`config.mk`:
```
export PLATFORM = sky130hd
export DESIGN_NAME = sync_updown_counter
export DESIGN_NICKNAME = d
export VERILOG_FILES = /design/src/rtl/counter_pkg.sv /design/src/rtl/t_cell.sv /design/src/rtl/sync_updown_counter.sv
export SDC_FILE = /design/constraint.sdc
export NUM_CORES = 1
export LEC_CHECK = 0
export CAP_MARGIN = 5
export CORE_UTILIZATION = 26
export CTS_CLUSTER_DIAMETER = 50
export CTS_CLUSTER_SIZE = 40
export DETAILED_ROUTE_END_ITERATION = 7
export PLACE_DENSITY = 0.64
export SETUP_SLACK_MARGIN = 0.3
export SKIP_LAST_GASP = 1
export SYNTH_ARGS = -nofsm -noshare
export SYNTH_HDL_FRONTEND = slang
export SYNTH_SLANG_ARGS = --single-unit
```
`constraint.sdc`:
```
create_clock -name clk -period 5.28 [get_ports clk]
set_clock_uncertainty 0.15 [all_clocks]
set_input_delay 1.32 -clock clk [delete_from_list [all_inputs] [get_ports clk]]
set_output_delay 1.32 -clock clk [all_outputs]
set_load 0.05 [all_outputs]
```
`src/rtl/counter_pkg.sv`:
```
// Shared constants for the synchronous up/down counter slice.
// Holds the default width and the terminal-value helper used by sync_updown_counter.
package counter_pkg;

    localparam int DEFAULT_WIDTH = 4;

    // Highest legal count for a counter with the given number of states.
    function automatic int term_value(input int modulus);
        return modulus - 1;
    endfunction

endpackage

```
`src/rtl/t_cell.sv`:
```
// One counter bit: T flip-flop with synchronous toggle enable, synchronous load
// and asynchronous active-low clear.
module t_cell (
    input  logic clk,
    input  logic rst,
    input  logic t,
    input  logic ld,
    input  logic d,
    output logic q
);

    logic q_q;
    logic q_d;

    // NOTE: default first so every path assigns q_d and no latch is inferred.
    always_comb begin
        q_d = q_q;
        if (ld) begin
            q_d = d;
        end else if (t) begin
            q_d = ~q_q;
        end
    end

    // NOTE: sequential state uses non-blocking assignment only.
    always_ff @(posedge clk or negedge rst) begin
        if (!rst) begin
            q_q <= 1'b0;
        end else begin
            q_q <= q_d;
        end
    end

    assign q = q_q;

endmodule

```
`src/rtl/sync_updown_counter.sv`:
```
// Fully synchronous modulo up/down counter built from one t_cell per bit.
// Define COUNTER_SAT_EN to saturate at the ends of the range instead of wrapping.
module sync_updown_counter
    import counter_pkg::*;
#(
    parameter int WIDTH   = DEFAULT_WIDTH,
    parameter int MODULUS = 2 ** WIDTH
) (
    input  logic             clk,
    input  logic             rst,
    input  logic             en,
    input  logic             up,
    input  logic             load,
    input  logic [WIDTH-1:0] load_val,
    output logic [WIDTH-1:0] count,
    output logic             tc,
    output logic             ovf
);

    if (WIDTH < 1 || MODULUS < 2 || MODULUS > 2 ** WIDTH) begin : g_bad_param
        $error("sync_updown_counter: illegal WIDTH/MODULUS combination");
    end

    localparam logic [WIDTH-1:0] TERM    = WIDTH'(term_value(MODULUS));
    localparam logic [WIDTH:0]   MOD_EXT = (WIDTH + 1)'(MODULUS);

    logic [WIDTH-1:0] tgl;
    logic [WIDTH-1:0] cell_d;
    logic             cell_ld;
    logic [WIDTH-1:0] load_clamped;
    logic             ovf_q;
    logic             ovf_d;

    assign tc = (up && count == TERM) || (!up && count == '0);

    assign load_clamped = ({1'b0, load_val} >= MOD_EXT) ? TERM : load_val;

    // Bit i toggles when every lower bit is 1 (counting up) or 0 (counting down).
    always_comb begin : toggle_enables
        logic carry;
        logic borrow;
        carry  = 1'b1;
        borrow = 1'b1;
        tgl    = '0;
        for (int i = 0; i < WIDTH; i++) begin
            tgl[i] = en & (up ? carry : borrow);
            carry  = carry & count[i];
            borrow = borrow & ~count[i];
        end
    end

    // Stepping off the terminal value goes through the load path so a partial
    // modulus wraps correctly; the saturating build reloads the current value.
    always_comb begin
        cell_ld = load | (en & tc);
        cell_d  = count;
        if (load) begin
            cell_d = load_clamped;
        end else begin
`ifdef COUNTER_SAT_EN
            cell_d = up ? TERM : '0;
`else
            cell_d = up ? '0 : TERM;
`endif
        end
    end

    assign ovf_d = en & ~load & tc;

    for (genvar i = 0; i < WIDTH; i++) begin : g_bit
        t_cell u_cell (
            .clk (clk),
            .rst (rst),
            .t   (tgl[i]),
            .ld  (cell_ld),
            .d   (cell_d[i]),
            .q   (count[i])
        );
    end

    always_ff @(posedge clk or negedge rst) begin
        if (!rst) begin
            ovf_q <= 1'b0;
        end else begin
            ovf_q <= ovf_d;
        end
    end

    assign ovf = ovf_q;

endmodule

```
==> impl_metrics.xml <==
<?xml version="1.0" encoding="UTF-8"?>
<metrics>
  <group name="status">
    <metric name="result_of_the_run" unit="">finished, final reports clean</metric>
  </group>
  <group name="clocking">
    <metric name="cts_root_buf" unit="">clkbuf_4</metric>
    <metric name="clkSlewWorstSetupHoldPaths" unit="ns">0.04</metric>
    <metric name="clock_insertion_delay_worst_skew" unit="ns">0.23</metric>
    <metric name="cts.htree.levels" unit="">1</metric>
    <metric name="numClockSinks" unit="">5</metric>
    <metric name="cts_resized" unit="">0</metric>
    <metric name="clockBufferDepth" unit="">2</metric>
    <metric name="cts-buffers-inserted" unit="">3</metric>
    <metric name="post_cts.repair.setup_buffers" unit="">0</metric>
    <metric name="holdBufCountCts" unit="">0</metric>
    <metric name="cts_tree" unit="">yes</metric>
  </group>
  <group name="sta">
    <metric name="unrepaired_setup_endpoints_after_global_routing" unit="">false</metric>
    <metric name="fin_crit_sh" unit="">0.8956</metric>
    <metric name="timing.setup.tns" unit="ns">0</metric>
    <metric name="slew_headroom" unit="">0.6642</metric>
    <metric name="worstMarginPinSlew" unit="ns">0.5021</metric>
    <metric name="max_freq" unit="MHz">211.5</metric>
    <metric name="hold_ws" unit="ns">0.4567</metric>
    <metric name="finalMaxSlewViolations" unit="">0</metric>
    <metric name="timing.final.hold_violations" unit="">0</metric>
    <metric name="fin_crit" unit="ns">4.729</metric>
    <metric name="final-setup-viol-count" unit="">0</metric>
  </group>
  <group name="setup_path">
    <metric name="path_delay_family" unit="">buffers and inverters</metric>
    <metric name="critPathArrivalTime" unit="ns">3.26</metric>
    <metric name="slowest_delay" unit="ns">0.79</metric>
    <metric name="critical_path.reg2reg.startpoint" unit="">g_bit[0].u_cell.q</metric>
    <metric name="worst-path-max-fanout" unit="">5</metric>
    <metric name="worstSetupEndpointType" unit="">output port</metric>
    <metric name="worstPathRequired" unit="ns">3.81</metric>
    <metric name="r2r-end" unit="">g_bit[2].u_cell.q</metric>
    <metric name="crit_path_frequent_cell" unit="">clkdlybuf4s50_1</metric>
    <metric name="critPathKind" unit="">in -&gt; out</metric>
    <metric name="cp.depth" unit="">4</metric>
    <metric name="cp-start-kind" unit="">input pin</metric>
    <metric name="critPathSlowestCell" unit="">clkdlybuf4s50_1</metric>
    <metric name="worstPathCellList" unit="">clkdlybuf4s50_1, nor4_1, mux2_2, clkdlybuf4s50_1</metric>
    <metric name="timing.reg2reg.worst_path_depth" unit="">3</metric>
    <metric name="ff2ff_setup_slack" unit="ns">3.55</metric>
    <metric name="path_buf_inv" unit="">2</metric>
  </group>
  <group name="min_path">
    <metric name="min_delay_path_depth" unit="">2</metric>
    <metric name="hold-path-endpoint" unit="">g_bit[3].u_cell.q</metric>
    <metric name="hp-start" unit="">g_bit[3].u_cell.q</metric>
    <metric name="holdCritPathClass" unit="">reg -&gt; reg</metric>
  </group>
  <group name="synthesis">
    <metric name="synthXorXnorAreaFrac" unit="">0.05036</metric>
    <metric name="synth_simple_gate_area_share" unit="">0.3129</metric>
    <metric name="synth.lib_cells_used.distinct" unit="">23</metric>
    <metric name="dominant_combinational_cell_family_by_area_after_synthesis" unit="">simple AND/OR/NAND/NOR gates</metric>
    <metric name="synth_fp_nets" unit="">46</metric>
    <metric name="synth-adder-area-share" unit="">0</metric>
    <metric name="synth_compound_area_frac" unit="">0.1151</metric>
    <metric name="synth.yosys.seq_area_share" unit="">0.3597</metric>
    <metric name="syn_inst" unit="">37</metric>
    <metric name="syn_std_cell_area" unit="um^2">347.8</metric>
    <metric name="synthesis.area_per_instance" unit="um^2">9.401</metric>
    <metric name="synth.area.top_cells" unit="">dfrtp_1 (36%), buf_4 (11%), xnor2_1 (5.0%), nand3_1 (4.3%), or4b_4 (4.0%)</metric>
    <metric name="synth_area_leader_cell" unit="">dfrtp_1</metric>
    <metric name="synth-seq-cells" unit="">5</metric>
    <metric name="synth.mux.area_fraction" unit="">0.03237</metric>
    <metric name="yosysTopAreaCellShare" unit="">0.3597</metric>
    <metric name="yosys_warnings" unit="">0</metric>
  </group>
  <group name="grt">
    <metric name="grt.total_usage" unit="">0.1279</metric>
    <metric name="grt_max_degree" unit="">13</metric>
    <metric name="grt_first_pass_wirelength" unit="mm">1.228</metric>
    <metric name="grt_overflow_total" unit="">0</metric>
    <metric name="grt_antenna_before_repair" unit="">0</metric>
    <metric name="first_global_vias" unit="">274</metric>
  </group>
  <group name="final_layout">
    <metric name="design.final.nets" unit="">59</metric>
    <metric name="antennaDiodeCount" unit="">0</metric>
    <metric name="fin_util" unit="">0.4188</metric>
    <metric name="flow.area_growth_from_synthesis" unit="%">41.01</metric>
    <metric name="seq_area" unit="um^2">125.1</metric>
    <metric name="layout-drive-gt1-share" unit="">0.1224</metric>
    <metric name="most_frequent_standard_cell_in_the_layout_excluding_fill_and_tap_cells" unit="">clkdlybuf4s50_1</metric>
    <metric name="most-common-layout-cells" unit="">clkdlybuf4s50_1 (14), dfrtp_1 (5), nand3_1 (3), clkbuf_4 (3)</metric>
    <metric name="fillers" unit="">130</metric>
    <metric name="multi_input_comb_area" unit="um^2">177.7</metric>
  </group>
  <group name="routing">
    <metric name="drtIter0Drc" unit="">4</metric>
    <metric name="wirelength" unit="um">707</metric>
    <metric name="routed-via-count" unit="">298</metric>
    <metric name="via_per_instance_ratio" unit="">4.730</metric>
    <metric name="drc" unit="">0</metric>
    <metric name="wl_per_cell" unit="um">11.22</metric>
    <metric name="ant_nets" unit="">0</metric>
    <metric name="detailedRoute.firstPassIterationCount" unit="">4</metric>
  </group>
  <group name="floorplanning">
    <metric name="ports" unit="">15</metric>
    <metric name="fp.dieH" unit="um">38.58</metric>
    <metric name="die-width" unit="um">38.58</metric>
    <metric name="initial_core_util" unit="">0.2970</metric>
    <metric name="number_of_cell_rows" unit="">12</metric>
    <metric name="dieArea" unit="um^2">1488</metric>
    <metric name="core_region_area" unit="um^2">1171</metric>
  </group>
  <group name="power">
    <metric name="sequentialPowerShare" unit="">0.348</metric>
    <metric name="p_per_area" unit="nW/um^2">288.7</metric>
    <metric name="netSwitchingPower" unit="mW">0.04803</metric>
    <metric name="power_report.internal_total" unit="mW">0.09357</metric>
    <metric name="clock_network_fraction_of_total_power" unit="">0.296</metric>
    <metric name="leakagePower" unit="nW">0.1973</metric>
    <metric name="design_power_total" unit="mW">0.1416</metric>
    <metric name="vdd_ir_drop_max" unit="mV">0.1595</metric>
    <metric name="pwr-share-comb" unit="">0.356</metric>
    <metric name="sw_frac_of_total" unit="">0.3392</metric>
  </group>
  <group name="place">
    <metric name="gpl.final_weighted_congestion" unit="">0.7113</metric>
    <metric name="place.port_buffers" unit="">14</metric>
  </group>
  <group name="run">
    <metric name="drv_cap" unit="">0</metric>
  </group>
</metrics>
-- layout make-up --
cell class              instances  share of cell area
multi-input cells              25              0.3622
flip-flops and latches          5              0.2551
inverters                       1            0.007653
well taps                      14             0.03571
repair buffers                 14              0.2857
clock buffers                   4             0.05357
-- flip-flops by register name, summed over array words and instances, names as in the netlist --
| signal | flops |
|---|---|
| g_bit.u_cell.q | 4 |
| ovf | 1 |
-- synth_stat cells --
master / n
xnor2_1: 2
nand2b_1: 1
nand2_1: 2
mux2_2: 1
and3_4: 1
clkbuf_1: 1
and4_1: 1
and3b_1: 1
buf_4: 5
o21ai_0: 2
a211o_1: 1
or4b_1: 1
nor3b_1: 1
dfrtp_1: 5
nor2_1: 2
or4b_4: 1
nor4_1: 1
nand4_1: 1
o31a_1: 1
a21oi_1: 1
inv_1: 1
nand3_1: 3
a22oi_1: 1
-- power groups by stage --
stage               Combinational (mW)  Sequential, mW  Clock [mW]
global placement                0.0505          0.0496           0
detailed placement              0.0510          0.0498           0
floorplan                       0.0385          0.0489           0
global route                    0.0540          0.0505      0.0471
CTS                             0.0511          0.0492      0.0446
finish                          0.0504          0.0492      0.0419
-- routing by layer --
metal	up-vias	global-route usage	part of all wire
li1	159	-	-
met1	132	0.1607	0.46
met2	7	0.1792	0.49
met3	0	0.03468	0.047
met4	0	0.1034	0
met5	-	0	0
-- worst reg2reg max path, cell delays in order, from the launching register on --
cell	delay [ns]
dfrtp_1	0.45
or4b_4	0.54
and3_4	0.19
o31a_1	0.28
-- metrics by stage --
step                instance area [um^2]  instances  setup slack (ns)
floorplan                          347.8         37             1.772
global placement                   464.2         59            0.5571
detailed placement                 464.2         59            0.5384
CTS                                490.5         63            0.5351
global route                       490.5         63            0.3955
finish                             490.5         63            0.5512
-- kinds of logic (layout without fill, tap and decap cells) --
family / after synthesis / count (layout)
AND/OR/NAND/NOR: 16 / 16
XOR/XNOR: 2 / 2
multiplexers: 1 / 1
flip-flops: 5 / 5
AO/OA/AOI/OAI: 6 / 6
buffers and inverters: 7 / 19
-- worst max path at each step --
stage          start  end  slack [ns]
6_report          up   tc        0.55
5_1_grt           up   tc        0.40
4_1_cts           up   tc        0.54
3_5_place_dp      up   tc        0.54
3_3_place_gp      up   tc        0.56
2_1_floorplan     up   tc        1.77
(Power assumes the default switching activity.)
